===== src/rtl/reg_bank_pkg.sv =====
// Constants shared by the register bank and its write-side front end.
package reg_bank_pkg;

  localparam int AW       = 5;
  localparam int DW       = 32;
  localparam int NREGS    = 32;
  localparam int ZERO_REG = 0;

endpackage


===== src/rtl/reg_wr_fifo.sv =====
// In-order FIFO of pending register writes; exposes every slot with its
// valid flag and age (distance from head) so the top can build forwarding.
module reg_wr_fifo #(
  parameter  int DEPTH = 4,
  parameter  int AW    = 5,
  parameter  int DW    = 32,
  localparam int PW    = $clog2(DEPTH),
  localparam int CW    = PW + 1
) (
  input  logic            clk,
  input  logic            rst,
  input  logic            push,
  input  logic            pop,
  input  logic [AW-1:0]   push_addr,
  input  logic [DW-1:0]   push_data,
  output logic [AW-1:0]   head_addr,
  output logic [DW-1:0]   head_data,
  output logic [CW-1:0]   count,
  output logic            empty,
  output logic            full,
  output logic [AW-1:0]   ent_addr [DEPTH],
  output logic [DW-1:0]   ent_data [DEPTH],
  output logic [DEPTH-1:0] ent_valid,
  output logic [PW-1:0]   ent_age  [DEPTH]
);

  logic [AW-1:0] mem_addr [DEPTH];
  logic [DW-1:0] mem_data [DEPTH];
  logic [PW-1:0] wr_ptr;
  logic [PW-1:0] rd_ptr;
  logic [CW-1:0] cnt;
  logic          do_push;
  logic          do_pop;

  // Full is judged before the edge: a pop on the same edge does not free a slot.
  assign do_push = push && (cnt != CW'(DEPTH));
  assign do_pop  = pop  && (cnt != '0);

  always_ff @(posedge clk) begin
    if (rst) begin
      wr_ptr <= '0;
      rd_ptr <= '0;
      cnt    <= '0;
    end else begin
      if (do_push) wr_ptr <= wr_ptr + PW'(1);
      if (do_pop)  rd_ptr <= rd_ptr + PW'(1);
      case ({do_push, do_pop})
        2'b10:   cnt <= cnt + CW'(1);
        2'b01:   cnt <= cnt - CW'(1);
        default: cnt <= cnt;
      endcase
    end
  end

  always_ff @(posedge clk) begin
    if (!rst && do_push) begin
      mem_addr[wr_ptr] <= push_addr;
      mem_data[wr_ptr] <= push_data;
    end
  end

  assign head_addr = mem_addr[rd_ptr];
  assign head_data = mem_data[rd_ptr];
  assign count     = cnt;
  assign empty     = (cnt == '0);
  assign full      = (cnt == CW'(DEPTH));

  for (genvar i = 0; i < DEPTH; i++) begin : g_ent
    assign ent_age[i]   = PW'(i) - rd_ptr;
    assign ent_valid[i] = ({1'b0, ent_age[i]} < cnt);
    assign ent_addr[i]  = mem_addr[i];
    assign ent_data[i]  = mem_data[i];
  end

endmodule


===== src/rtl/reg_write_buffer.sv =====
// Write buffer in front of the register bank: filters r0 writes, queues the
// rest, retires one per cycle through a register stage, and forwards queued data.
module reg_write_buffer #(
  parameter  int DEPTH = 4,
  parameter  int AW    = reg_bank_pkg::AW,
  parameter  int DW    = reg_bank_pkg::DW,
  localparam int CW    = $clog2(DEPTH) + 1
) (
  input  logic          clk,
  input  logic          rst,
  input  logic          req_valid,
  output logic          req_ready,
  input  logic [AW-1:0] req_addr,
  input  logic [DW-1:0] req_data,
  input  logic          drain_en,
  output logic          regWrite,
  output logic [AW-1:0] WriteReg,
  output logic [DW-1:0] writeData,
  input  logic [AW-1:0] LookupReg1,
  input  logic [AW-1:0] LookupReg2,
  output logic          Hit1,
  output logic          Hit2,
  output logic [DW-1:0] HitData1,
  output logic [DW-1:0] HitData2,
  output logic [CW-1:0] count,
  output logic          empty,
  output logic          full
);
  import reg_bank_pkg::*;

  localparam int PW = $clog2(DEPTH);

  logic          accept;
  logic          push;
  logic          pop;
  logic [AW-1:0] head_addr;
  logic [DW-1:0] head_data;
  logic [AW-1:0] ent_addr [DEPTH];
  logic [DW-1:0] ent_data [DEPTH];
  logic [DEPTH-1:0] ent_valid;
  logic [PW-1:0] ent_age  [DEPTH];

  assign req_ready = !full && !rst;
  assign accept    = req_valid && req_ready;
  // r0 requests complete the handshake but are dropped here.
  assign push      = accept && (req_addr != AW'(ZERO_REG));
  assign pop       = drain_en && !empty;

  reg_wr_fifo #(
    .DEPTH (DEPTH),
    .AW    (AW),
    .DW    (DW)
  ) u_fifo (
    .clk       (clk),
    .rst       (rst),
    .push      (push),
    .pop       (pop),
    .push_addr (req_addr),
    .push_data (req_data),
    .head_addr (head_addr),
    .head_data (head_data),
    .count     (count),
    .empty     (empty),
    .full      (full),
    .ent_addr  (ent_addr),
    .ent_data  (ent_data),
    .ent_valid (ent_valid),
    .ent_age   (ent_age)
  );

  always_ff @(posedge clk) begin
    if (rst) begin
      regWrite  <= 1'b0;
      WriteReg  <= '0;
      writeData <= '0;
    end else begin
      regWrite <= pop;
      if (pop) begin
        WriteReg  <= head_addr;
        writeData <= head_data;
      end
    end
  end

  logic [AW-1:0] lk_addr [2];
  logic [1:0]    lk_hit;
  logic [DW-1:0] lk_data [2];

  assign lk_addr[0] = LookupReg1;
  assign lk_addr[1] = LookupReg2;

  // Youngest match wins: the entry with the largest age among hits.
  for (genvar p = 0; p < 2; p++) begin : g_lookup
    logic          hit;
    logic [DW-1:0] data;
    logic [PW-1:0] best_age;

    always_comb begin
      hit      = 1'b0;
      data     = '0;
      best_age = '0;
      for (int i = 0; i < DEPTH; i++) begin
        if (ent_valid[i] && (lk_addr[p] != AW'(ZERO_REG)) &&
            (ent_addr[i] == lk_addr[p]) && (!hit || (ent_age[i] > best_age))) begin
          hit      = 1'b1;
          data     = ent_data[i];
          best_age = ent_age[i];
        end
      end
    end

    assign lk_hit[p]  = hit;
    assign lk_data[p] = data;
  end

  assign Hit1     = lk_hit[0];
  assign Hit2     = lk_hit[1];
  assign HitData1 = lk_data[0];
  assign HitData2 = lk_data[1];

endmodule


===== config.mk =====
export PLATFORM = sky130hd
export DESIGN_NAME = reg_write_buffer
export DESIGN_NICKNAME = d
export VERILOG_FILES = /design/src/rtl/reg_bank_pkg.sv /design/src/rtl/reg_wr_fifo.sv /design/src/rtl/reg_write_buffer.sv
export SDC_FILE = /design/constraint.sdc
export NUM_CORES = 1
export LEC_CHECK = 0
export ABC_CLOCK_PERIOD_IN_PS = 23500
export CORE_MARGIN = 4
export CORE_UTILIZATION = 50
export DETAILED_ROUTE_END_ITERATION = 12
export HOLD_SLACK_MARGIN = 0.03
export PLACE_DENSITY = 0.73
export SYNTH_ARGS = -nofsm -noshare
export SYNTH_HDL_FRONTEND = slang
export SYNTH_SLANG_ARGS = --single-unit

===== constraint.sdc =====
create_clock -name clk -period 23.5 [get_ports clk]
set_clock_uncertainty 0.2 [all_clocks]
set_input_delay 7.05 -clock clk [delete_from_list [all_inputs] [get_ports clk]]
set_output_delay 7.05 -clock clk [all_outputs]
set_load 0.03 [all_outputs]

==> qor.txt <==
met2 Resource Use GR - 44.4%
leakage - 3.96 nW
die width - 153 um
most frequent CP cell - buf_4
PostCTS Resize Cnt - 0
overall routing resource usage - 28.0%
num ports - 161
Min-Delay Path Class - register to register
H-tree Lvls - 4
initial antenna violation count - 0
#FFs+latches synth - 193
DRT Wirelength - 33.4 mm
TritonCTS clock tree - yes
Crit-path slowest cell - clkdlybuf4s50_1
Syn Area/Cell - 11.6 um^2
busiest grt layer - met2
Top FF cell, synth - edfxtp_1
Worst-path clk slew - 0.07 ns
routed length per placed instance - 25.8 um
WP data required - 16.25 ns
Synth async-reset ratio - 0%
synthesized net count - 971
worst skew pair latency - 0.44 ns
CP endpoint kind - output pin
DIE AREA - 23300 um^2
met1 Usage GRT - 37.7%
Worst Tran Pin Value - 1.21 ns
Root Driver - clkbuf_16
layout cell share with drive strength beyond 1 - 13.5%
share of power burned in the clock network - 24.9%
TNS Setup - 0 ns
routed via count - 8734
Hold Buf Count CTS - 0
CTS Sinks - 193
routability cong. - 0.866
CTS buffer count - 17
Sw Pwr - 0.451 mW
worst vdd ir - 0.0000653 V
P_int - 0.748 mW
Synth cell types - 56
RSZ-0062 raised after global routing - no
Final Total Pwr - 1.20 mW
EDFF count, synth - 148
Pwr per Cell Area - 93.3 nW/um^2
core region area - 20400 um^2
post-synth top area cell - edfxtp_1
min Tclk post-route - 21.83 ns
Final Hold Fails - 0
Detail Route Antenna Nets - 0
hpwl dp - 19.7 mm
largest net degree at the start of global routing - 49
Post-CTS Setup Repair Bufs - 0
nets@finish - 1079
first-pass GRT wire length - 51.2 mm
P&R area growth vs syn - 22.9%
Crit Path Class - primary input to output pin
Max Cap Viol - 0
period utilisation layout - 92.9%
Pins Over Slew Limit - 0
combinational power share - 38.1%
GR Overflow Total - 0
final setup fails - 0
Cells after Synth - 901
Die Height - 153 um
most frequent cells in the layout - clkdlybuf4s50_1, edfxtp_1, nand2_1
Crit Path Max Fanout - 35
filler instances - 1584
CP peak stage delay - 0.74 ns
post-synth top area share - 42.5%
most common cell after layout, fill and taps aside - clkdlybuf4s50_1
detailed router's first-iteration violation count - 1079
# rows - 52
outcome - completed
port bufs - 160
fraction of the yosys area taken by sequential cells - 51.1%
Critical Path Source Type - primary input
switch share - 37.6%
sequential share of power - 37.0%
vias per cell - 6.75
f_max - 45.8 MHz
Synth area leaders - edfxtp_1, dfxtp_1, mux4_2, nand3_1, mux2_2
drt pass-1 iters - 5
Synthesis Warnings - 0
CP Cell Sequence - clkdlybuf4s50_1, xnor2_1, nand3_1, a2111oi_4, a21boi_4, buf_4, a22oi_1, ha_1, nor2b_1, o21ai_0, nor2b_1, a221o_2, buf_4, mux2_2, ha_1, nor2b_1, o21ai_0, o31ai_4, buf_4, and2_1, buf_4, o31ai_1, clkdlybuf4s50_1
Mapped Area - 10500 um^2
GR Layer Usage met3 - 6.08%
clock tree buffer depth - 2
Starting Density - 51.2%
vias in the first global route - 8717
worst relative slew slack - 19.5%
DRC Markers - 0
fin util - 62.9%
Crit path arrival time - 14.58 ns
[kinds of logic after synthesis]
group,share of synthesized area (%)
XOR/XNOR,3.69
adder cells (fa/ha/maj),2.35
AND/OR/NAND/NOR,10.2
multiplexers,11.7
buffers and inverters,4.18
flip-flops,51.1
AO/OA/AOI/OAI,16.8
[metal layers]
layer	wire length (um)	share of wire, %
met5	0	0
met4	1070	3.2
met3	3530	11
met2	15600	47
met1	13200	39
[registers in the layout, summed over array words and instances, names as in the netlist]
| register | cells |
|---|---|
| u_fifo.count | 3 |
| u_fifo.mem_data | 128 |
| WriteReg | 5 |
| regWrite | 1 |
| u_fifo.rd_ptr | 2 |
| u_fifo.wr_ptr | 2 |
| writeData | 32 |
| u_fifo.mem_addr | 20 |
[synth_stat cells, drive strengths merged, types with 3 or more instances]
master and number:
nor2b 5, ha 18, a31oi 33, clkbuf 65, nand3 69, nor2 45, a21oi 45, nor3 8
buf 26, a21boi 3, xnor2 28, mux2 34, a221oi 33, nor4 3, xor2 16, o31ai 34
o21ai 6, or4 4, mux4 37, nand2b 3, nand2 86, and2 6, o211ai 33, dfxtp 45
inv 12, edfxtp 148, a2111oi 34
[worst max-delay path, delay by kind of cell]
family	cells	cell delay (ns)
xor+xnor	1	0.16
mux	1	0.40
compound gates	8	2.49
buf+inv	6	2.77
simple gates	5	1.05
fa+ha+maj	2	0.62
[cell type report]
class / count / area (um^2) / area share (%)
well taps: 270 / 338 / 2.63
repair buffers: 180 / 1750 / 13.6
flip-flops and latches: 193 / 5350 / 41.6
clock inverters: 13 / 158 / 1.23
inverters: 13 / 48.8 / 0.380
diodes: 1 / 2.50 / 0.0195
clock buffers: 19 / 433 / 3.37
multi-input cells: 604 / 4770 / 37.1
[power groups by stage]
stage	combinational, mW	sequential [mW]	clock (mW)
6_report	0.456	0.444	0.299
5_1_grt	0.483	0.451	0.316
4_1_cts	0.452	0.445	0.300
3_5_place_dp	0.449	0.452	0
3_3_place_gp	0.445	0.451	0
2_1_floorplan	0.268	0.463	0
[worst paths after layout]
kind                            slack, ns               to  cells past startpoint            start
worst max-delay path                 1.67      HitData1[6]                     23    LookupReg1[2]
worst min-delay path                 0.25      WriteReg[1]                      2      WriteReg[1]
worst max register to register      19.86  u_fifo.count[2]                     10  u_fifo.count[2]
worst min register to register       0.25      WriteReg[1]                      2      WriteReg[1]
[through the flow]
step	instance area, um^2	cells	worst slack, ns	hold slack, ns
finish	12800	1293	1.67	0.254
global route	12800	1292	1.31	0.271
CTS	12800	1292	1.71	0.256
detailed placement	12300	1260	1.79	0.246
global placement	12300	1260	1.97	0.242
floorplan	10500	901	4.25	0.308
(Power assumes the default switching activity.)
